===== config.mk =====
export PLATFORM = sky130hd
export DESIGN_NAME = rib_xbar
export DESIGN_NICKNAME = d
export VERILOG_FILES = /design/src/rtl/rib_xbar.sv
export SDC_FILE = /design/constraint.sdc
export NUM_CORES = 1
export LEC_CHECK = 0
export ABC_AREA = 1
export BUFFER_PORTS_ARGS = -buffer_cell sky130_fd_sc_hd__buf_2
export CAP_MARGIN = 0
export CORE_AREA = 2 2 160 162
export DETAILED_ROUTE_END_ITERATION = 8
export DIE_AREA = 0 0 162 164
export SETUP_SLACK_MARGIN = 0.2
export SYNTH_ARGS = -nofsm -noshare
export SYNTH_HDL_FRONTEND = slang
export SYNTH_SLANG_ARGS = --single-unit
export TNS_END_PERCENT = 5

===== constraint.sdc =====
create_clock -name clk -period 2.09 [get_ports clk]
set_input_delay 0.209 -clock clk [delete_from_list [all_inputs] [get_ports clk]]
set_output_delay 0.209 -clock clk [all_outputs]
set_load 0.03 [all_outputs]

===== src/rtl/rib_xbar.sv =====
// rib_xbar: NM x NS RIB interconnect with fixed/round-robin arbitration, a burst cap and decode-error capture
module rib_xbar #(
    parameter int NM        = 2,
    parameter int NS        = 3,
    parameter int AW        = 32,
    parameter int DW        = 32,
    parameter int SEL_W     = 4,
    parameter int ARB_MODE  = 0,
    parameter int MAX_BURST = 8
) (
    input  logic             clk,
    input  logic             nRst,
    input  logic [NM-1:0]    m_req_i,
    input  logic [NM-1:0]    m_we_i,
    input  logic [NM*AW-1:0] m_addr_i,
    input  logic [NM*DW-1:0] m_wdata_i,
    output logic [NM-1:0]    m_gnt_o,
    output logic [NM*DW-1:0] m_rdata_o,
    output logic [NS-1:0]    s_hsel_o,
    output logic [NS-1:0]    s_we_o,
    output logic [AW-1:0]    s_addr_o,
    output logic [DW-1:0]    s_wdata_o,
    input  logic [NS*DW-1:0] s_rdata_i,
    output logic             hold_flag_o,
    output logic [15:0]      err_cnt_o,
    output logic [AW-1:0]    err_addr_o
);
    localparam int IW = $clog2(NM);
    localparam int BW = (MAX_BURST < 2) ? 1 : $clog2(MAX_BURST + 1);
    typedef enum logic {IDLE, OWNED} state_t;
    state_t state, state_nx;
    logic [IW-1:0] owner, rr_ptr, win, gidx;
    logic [BW-1:0] burst_cnt;
    logic [NM-1:0] cand;
    logic [SEL_W-1:0] sel;
    logic [DW-1:0] rdata;
    logic owner_req, others, force_rel, keep, win_vld, granted, act, dec_ok;
    always_comb begin
        owner_req = state == OWNED && m_req_i[owner];
        others    = state == OWNED && |(m_req_i & ~(NM'(1) << owner));
        force_rel = MAX_BURST != 0 && burst_cnt == BW'(MAX_BURST) && others;
        keep      = owner_req && !force_rel;
        // The owner never competes in a re-arbitration: it either dropped its request or is being forced out
        cand      = state == OWNED ? m_req_i & ~(NM'(1) << owner) : m_req_i;
        win       = '0;
        win_vld   = 1'b0;
        // Scanning downwards leaves the first requester at/after the start point in win
        for (int i = NM - 1; i >= 0; i--) begin
            if (cand[IW'((ARB_MODE != 0 ? int'(rr_ptr) + i : i) % NM)]) begin
                win     = IW'((ARB_MODE != 0 ? int'(rr_ptr) + i : i) % NM);
                win_vld = 1'b1;
            end
        end
        granted   = keep || win_vld;
        gidx      = keep ? owner : win;
        act       = granted && !nRst;
        state_nx  = granted ? OWNED : IDLE;
        m_gnt_o   = act ? NM'(1) << gidx : '0;
        s_addr_o  = m_addr_i[gidx*AW +: AW];
        s_wdata_o = m_wdata_i[gidx*DW +: DW];
        sel       = s_addr_o[AW-1 -: SEL_W];
        dec_ok    = 32'(sel) < NS;
        s_hsel_o  = act && dec_ok ? NS'(1) << sel : '0;
        s_we_o    = s_hsel_o & {NS{m_we_i[gidx]}};
        rdata     = '0;
        for (int s = 0; s < NS; s++)
            if (s_hsel_o[s]) rdata = s_rdata_i[s*DW +: DW];
        m_rdata_o = '0;
        for (int k = 0; k < NM; k++)
            m_rdata_o[k*DW +: DW] = m_gnt_o[k] ? rdata : '0;
        hold_flag_o = !nRst && |(m_req_i & ~m_gnt_o);
    end
    always_ff @(posedge clk) begin
        if (nRst) begin
            state     <= IDLE;
            owner     <= '0;
            burst_cnt <= '0;
            rr_ptr    <= '0;
            err_cnt_o <= '0;
            err_addr_o <= '0;
        end else begin
            state     <= state_nx;
            owner     <= gidx;
            burst_cnt <= !granted ? '0 : !keep ? BW'(1) :
                         burst_cnt == BW'(MAX_BURST) ? burst_cnt : burst_cnt + 1'b1;
            if (granted && !keep) rr_ptr <= gidx == IW'(NM - 1) ? '0 : gidx + 1'b1;
            if (granted && !dec_ok) begin
                err_cnt_o  <= err_cnt_o + {15'd0, err_cnt_o != 16'hFFFF};
                err_addr_o <= s_addr_o;
            end
        end
    end
endmodule


* Word level (Yosys, flattened, before mapping)
Index checks and enable logic that the tools add are counted.
** Storage, ports and cells
- Bits in registers :: 54
- Bits in latches :: 0
- Memory bits (writable) :: 0
- Memory bits (read-only) :: 0
- Input bits :: 230
- Output and inout port bits :: 185
- Logic and storage cells :: 60
- Memories kept :: 0
** Cells by class
- $add $sub $neg :: 2
- Multiply operators :: 0
- Div/mod/pow operators :: 0
- $lt $le $gt $ge :: 3
- Equal/unequal tests :: 3
- Shifts and indexed selects :: 5
- Multiplexer cells :: 18
- Bitwise gates (word level) :: 7
- Reductions and logical operators :: 16
** Operators by type and width (number)
- 32-bit 2-to-1 mux :: 5
- 64-bit by 7-bit variable part select with 32-bit output :: 2
- 16-bit by 1-bit adder with 16-bit output :: 1
- 16-bit inequality test (second input constant) :: 1
- 1-bit 2-to-1 mux :: 11
- 1-bit logical AND :: 8
- 2-bit OR reduction :: 3
- 4-bit by 1-bit adder with 4-bit output (second input constant) :: 1
- 2-bit AND :: 2
- 4-bit == test (second input constant) :: 1
- 1-bit by 2-bit less-than comparator with 1-bit output (second input constant) :: 2
- 4-bit by 2-bit less-than comparator with 1-bit output (second input constant) :: 1
- 2-bit inverter :: 2
- 1-bit by 1-bit << shifter with 2-bit output (first input constant) :: 2
- 1-bit by 4-bit << shifter with 3-bit output (first input constant) :: 1
- 3-bit AND :: 1
- 1-bit zero test :: 3
- 3-bit 2-to-1 mux :: 1
- 3-bit OR reduction :: 1
- 2-bit 2-to-1 mux :: 1
- 2-bit inequality test (second input constant) :: 1
- 1-bit inverter :: 2
- 1-bit logical OR :: 1

* Longest topological paths before layout
- Depth after elaboration :: 17
- Mapped depth :: 17
- Depth with buffers taken out :: 16

* Worst setup path after synthesis
No wires, ideal clock.
- Path kind :: flip-flop to output port
- Start point :: reg burst_cnt[0]
- End point :: out m_rdata_o[32]
- Arrival :: 2.554 ns
- Required time :: 1.881 ns
- Slack :: -0.673 ns
- Stages on the path, launching flop included :: 12
- Path through :: dfxtp_1 > inv_1 > ha_1 > nand2_1 > nor2_2 > nand2_4 > nand3_4 > clkbuf_1 > nor2_1 > inv_1 > clkbuf_1 > a21oi_1
** On the way
- Elaborated cells on any way between the ends :: 18
- Classes of those cells :: order compare: 1; eq/ne: 1; shift: 3; mux: 7; reduce/logical: 6
** RTL lines
- start, declared :: line 33 : logic [BW-1:0] burst_cnt;
- start signal, assigned :: line 84 : burst_cnt <= !granted ? '0 : !keep ? BW'(1) :
- 4-bit == test (*) :: line 41 : force_rel = MAX_BURST != 0 && burst_cnt == BW'(MAX_BURST) && others;
- 1-bit logical AND (*) :: line 41
- 1-bit zero test (*) :: line 42 : keep = owner_req && !force_rel;
- 1-bit logical AND (*) :: line 42
- 1-bit 2-to-1 mux or 1-bit logical OR (tied branches) :: line 55, 54
- 1-bit by 1-bit << shifter with 2-bit output or 1-bit logical AND (tied branches) :: line 58, 56
- 2-bit 2-to-1 mux (*) :: line 58 : m_gnt_o = act ? NM'(1) << gidx : '0;
- via m_gnt_o[1] :: line 17 : output logic [NM-1:0] m_gnt_o,
- 32-bit 2-to-1 mux (*) :: line 70 : m_rdata_o[k*DW +: DW] = m_gnt_o[k] ? rdata : '0;
- end, declared :: line 18 : output logic [NM*DW-1:0] m_rdata_o,
Mark *: on every way through the listed nets, which the timed path passes. The rest lies on a longest branch.

* Final worst setup path
- Start point :: reg burst_cnt[0]
- End point :: out m_rdata_o[19]
** On the way
- Word-level cells in the longest chain between the ends :: 13
- Elaborated cells on any way between the ends :: 18
- Classes of those cells :: order compare: 1; eq/ne: 1; shift: 3; mux: 7; reduce/logical: 6
** RTL lines
- 4-bit == test (*) :: line 41
- 1-bit logical AND (*) :: line 41
- 1-bit zero test (*) :: line 42
- 1-bit logical AND (*) :: line 42
- 1-bit 2-to-1 mux :: line 55 : gidx = keep ? owner : win;
- 64-bit by 7-bit variable part select with 32-bit output :: line 59 : s_addr_o = m_addr_i[gidx*AW +: AW];
- 4-bit by 2-bit less-than comparator with 1-bit output :: line 62 : dec_ok = 32'(sel) < NS;
- 1-bit logical AND :: line 63 : s_hsel_o = act && dec_ok ? NS'(1) << sel : '0;
- 3-bit 2-to-1 mux :: line 63
- 32-bit 2-to-1 mux (3 in series) :: line 67 : if (s_hsel_o[s]) rdata = s_rdata_i[s*DW +: DW];
- 32-bit 2-to-1 mux (*) :: line 70
Every way passes the cells marked *; elsewhere a longest branch is shown, timed or not.

==> flow_metrics.py <==
metrics = {
    "detailed_routing": {
        "vias": 7079,
        "dr.pass1.iters": 5,
        "viasPerCell": 4.49,
        "wire_per_inst_um": 16.9,
        "postRouteAntennaNets": 0,
        "wl_met1_um": 9850,
        "drc": 0,
        "route.met3.wl_um": 1930,
        "drt_iter0_markers": 236,
        "top_layer_used": "met5",
        "routed_wl_um": 26700,
        "wl_met2_um": 14100,
    },
    "power": {
        "p_leak_nw": 4.64,
        "p_int_mw": 2.10,
        "power_frac_clock_pct": 27.2,
        "p_sw_mw": 1.25,
        "combPwrFrac_pct": 39.6,
        "swShare_pct": 37.3,
        "power_density_nw_per_um2": 340,
        "seq_power_share_pct": 33.2,
        "vdd.ir_drop.worst_mv": 0.333,
    },
    "placement": {
        "place_ws_ps": -540,
        "dp_cells": 1549,
        "dpl.hpwl_um": 21600,
        "finalWeightedCongestion": 0.878,
        "port_buffers": 414,
    },
    "setup_path": {
        "crit_arrival_ps": 2570,
        "path_class": "flip-flop to output port",
        "worst_path_largest_cell_delay_ps": 340,
        "cp_slowest_cell": "dfxtp_2",
        "cp.buffers_inverters": 5,
        "crit_chain": "inv_2 -> ha_4 -> nand2_4 -> nor2_4 -> nand2_4 -> nand3_4 -> nand2_4 -> nand2_4 -> nor2_4 -> nand2_4 -> nor3_4 -> buf_6 -> buf_12 -> buf_16 -> nand2_8 -> a21oi_4 -> buf_6",
        "critPathCaptureType": "output port",
        "path_delay_family": "simple AND/OR/NAND/NOR gates",
        "cp_data_required_time_ps": 1880,
        "critPathMaxFanout": 8,
        "cpMostUsedCell": "nand2_4",
        "setup.worst_path.start_class": "flip-flop",
    },
    "die": {
        "placementRows": 58,
        "initial_utilization_pct": 17.6,
        "io_pins": 415,
        "die_h_um": 164,
        "die_w_um": 162,
        "core_area_um2": 24800,
        "design.die.area_um2": 26600,
    },
    "status": {
        "status": "finished, violations left",
        "violations": "negative setup slack",
    },
    "logic_synthesis": {
        "synthCells": 777,
        "synth.yosys.seq_area_share_pct": 24.8,
        "syn_avg_cell_area_um2": 5.61,
        "syn-cell-area_um2": 4360,
        "synth-seq-cells": 54,
        "synthDistinctLibCells": 30,
        "ys_top_cells_by_area": "nand2_1, dfxtp_1, a21oi_1, o21ai_0, nand3_1",
        "synth_top_cell_by_area": "nand2_1",
        "yosysWarnings": 0,
        "syn-num-nets": 1011,
        "synth_top_cell_area_share_pct": 28.5,
    },
    "final_layout": {
        "area_growth_pct": 126,
        "layout-drive-gt1-share_pct": 56.8,
        "mostFrequentLayoutCell": "nand2_1",
        "fillers": 2575,
        "fin_cells": 1575,
        "final_util_pct": 39.7,
        "most-common-layout-cells": "nand2_1, buf_2, buf_4",
        "nets": 1474,
    },
    "timing": {
        "max_freq_ghz": 0.359,
        "fin_crit_sh_pct": 133,
        "setup_ws_ps": -692,
        "min_period_ps": 2780,
        "finalSetupViolations": 148,
        "finClkSkew_ps": 8.18,
        "drv_slew": 0,
        "slew_headroom_pct": 68.5,
        "rsz0062_at_grt": "true",
        "tightestPinTransition_ps": 470,
        "finalHoldViolCount": 0,
    },
    "global_route": {
        "antenna_found_initial": 5,
        "grtUsageTotal_pct": 19.2,
        "grt_pass1_vias": 6919,
        "grt_pass1_wl_um": 39200,
        "grt-ovfl-total": 0,
        "grt_max_degree": 43,
    },
    "clock_network": {
        "ctsHoldBuffers": 0,
        "htree_num_levels": 2,
        "clk_latency_ps": 310,
        "cts.sinks": 54,
        "cts_tree": "done",
        "cts-root-to-sink-buffers": 2,
        "clk_transition_reported_paths_ps": 80,
        "cts_buffers": 5,
        "clockRootBuffer": "clkbuf_16",
    },
    "flow_run": {
        "drv_cap": 0,
    },
    "min_path": {
        "hp-class": "input pin to flip-flop",
    },
}
==> final cells by class <==
class                   count  area [µm²]  share of cell area, %
multi-input cells         622        4160                   42.2
diodes                      4        10.0                  0.102
flip-flops and latches     54        1080                   11.0
repair buffers            506        3830                   38.9
inverters                  51         196                   2.00
clock buffers               6         139                   1.41
well taps                 330         413                   4.19
clock inverters             2        16.3                  0.165
==> per-stage QoR <==
stage | instance area (µm²) | hold slack, ps | TNS (ps) | power (mW)
after floorplan | 5310 | 382 | -21520 | 1.74
after detailed placement | 8300 | 457 | -37440 | 2.28
after global placement | 8300 | 449 | -31710 | 2.27
after global routing | 9830 | 176 | -90270 | 3.51
final | 9840 | 175 | -67800 | 3.35
after CTS | 9620 | 161 | -66840 | 3.36
==> power groups by stage <==
| stage | logic (mW) | clock network, mW | registers (mW) |
|---|---|---|---|
| 2_1_floorplan | 0.507 | 0 | 1.23 |
| 3_3_place_gp | 1.14 | 0 | 1.13 |
| 3_5_place_dp | 1.15 | 0 | 1.13 |
| 4_1_cts | 1.30 | 0.949 | 1.11 |
| 5_1_grt | 1.41 | 0.979 | 1.12 |
| 6_report | 1.33 | 0.911 | 1.11 |
==> sequential cells by signal, indices dropped and copies added, names as in the netlist <==
signal,cells
err_addr_o,32
err_cnt_o,16
burst_cnt,4
owner,1
state,1
==> final timing paths <==
| kind | end | cells after the start | start | slack (ps) |
|---|---|---|---|---|
| setup / recovery | m_rdata_o[19] | 17 | burst_cnt[0] | -690 |
| hold / removal | err_addr_o[24] | 3 | m_addr_i[56] | 170 |
| setup reg to reg | err_cnt_o[6] | 18 | burst_cnt[0] | -240 |
| hold reg to reg | err_addr_o[30] | 2 | err_addr_o[30] | 470 |
==> worst reg2reg max path: stages (launching register included) <==
cell and delay (ps):
dfxtp_2 340, inv_2 50, ha_4 160, nand2_4 60, nor2_4 40, nand2_4 120
nand3_4 150, buf_4 190, nand2_1 70, nand2_2 100, buf_4 160, nor2_2 130
nor2_4 70, buf_4 140, buf_8 140, nor3_2 140, nand2_1 70, nand2_1 70
nor2_1 40
==> synthesized netlist by cell type, drive strengths merged <==
| master | instances |
|---|---|
| buf | 14 |
| o21ai | 52 |
| nand2 | 334 |
| or2 | 15 |
| xor2 | 4 |
| nor3b | 1 |
| ha | 4 |
| xnor2 | 6 |
| inv | 50 |
| nor2 | 31 |
| a31oi | 29 |
| clkinv | 1 |
| nor3 | 11 |
| and3 | 1 |
| dfxtp | 54 |
| a21oi | 78 |
| clkbuf | 36 |
| nand3 | 41 |
| nand4 | 13 |
| mux2i | 1 |
| nand3b | 1 |
==> routing by layer <==
metal  GRT usage [%]  up-vias
li1                -     3455
met1            20.3     3253
met2            37.3      332
met3            4.12       37
met4            6.44        2
met5               0        -
==> kinds of logic after synthesis <==
| group | synth area share [%] |
|---|---|
| multiplexers | 0.230 |
| adder cells (fa/ha/maj) | 1.15 |
| flip-flops | 24.8 |
| XOR/XNOR | 2.01 |
| buffers and inverters | 9.53 |
| AO/OA/AOI/OAI | 19.1 |
| AND/OR/NAND/NOR | 43.2 |
==> what timing repair did <==
action	4_1_cts	5_1_grt
gates cloned	3	0
gates resized for setup	319	54
pin swaps	12	25
setup endpoints to repair	185	185
hold endpoints to repair	0	0
buffers inserted	10	1
No activity file was read; power rests on OpenSTA's default activity.
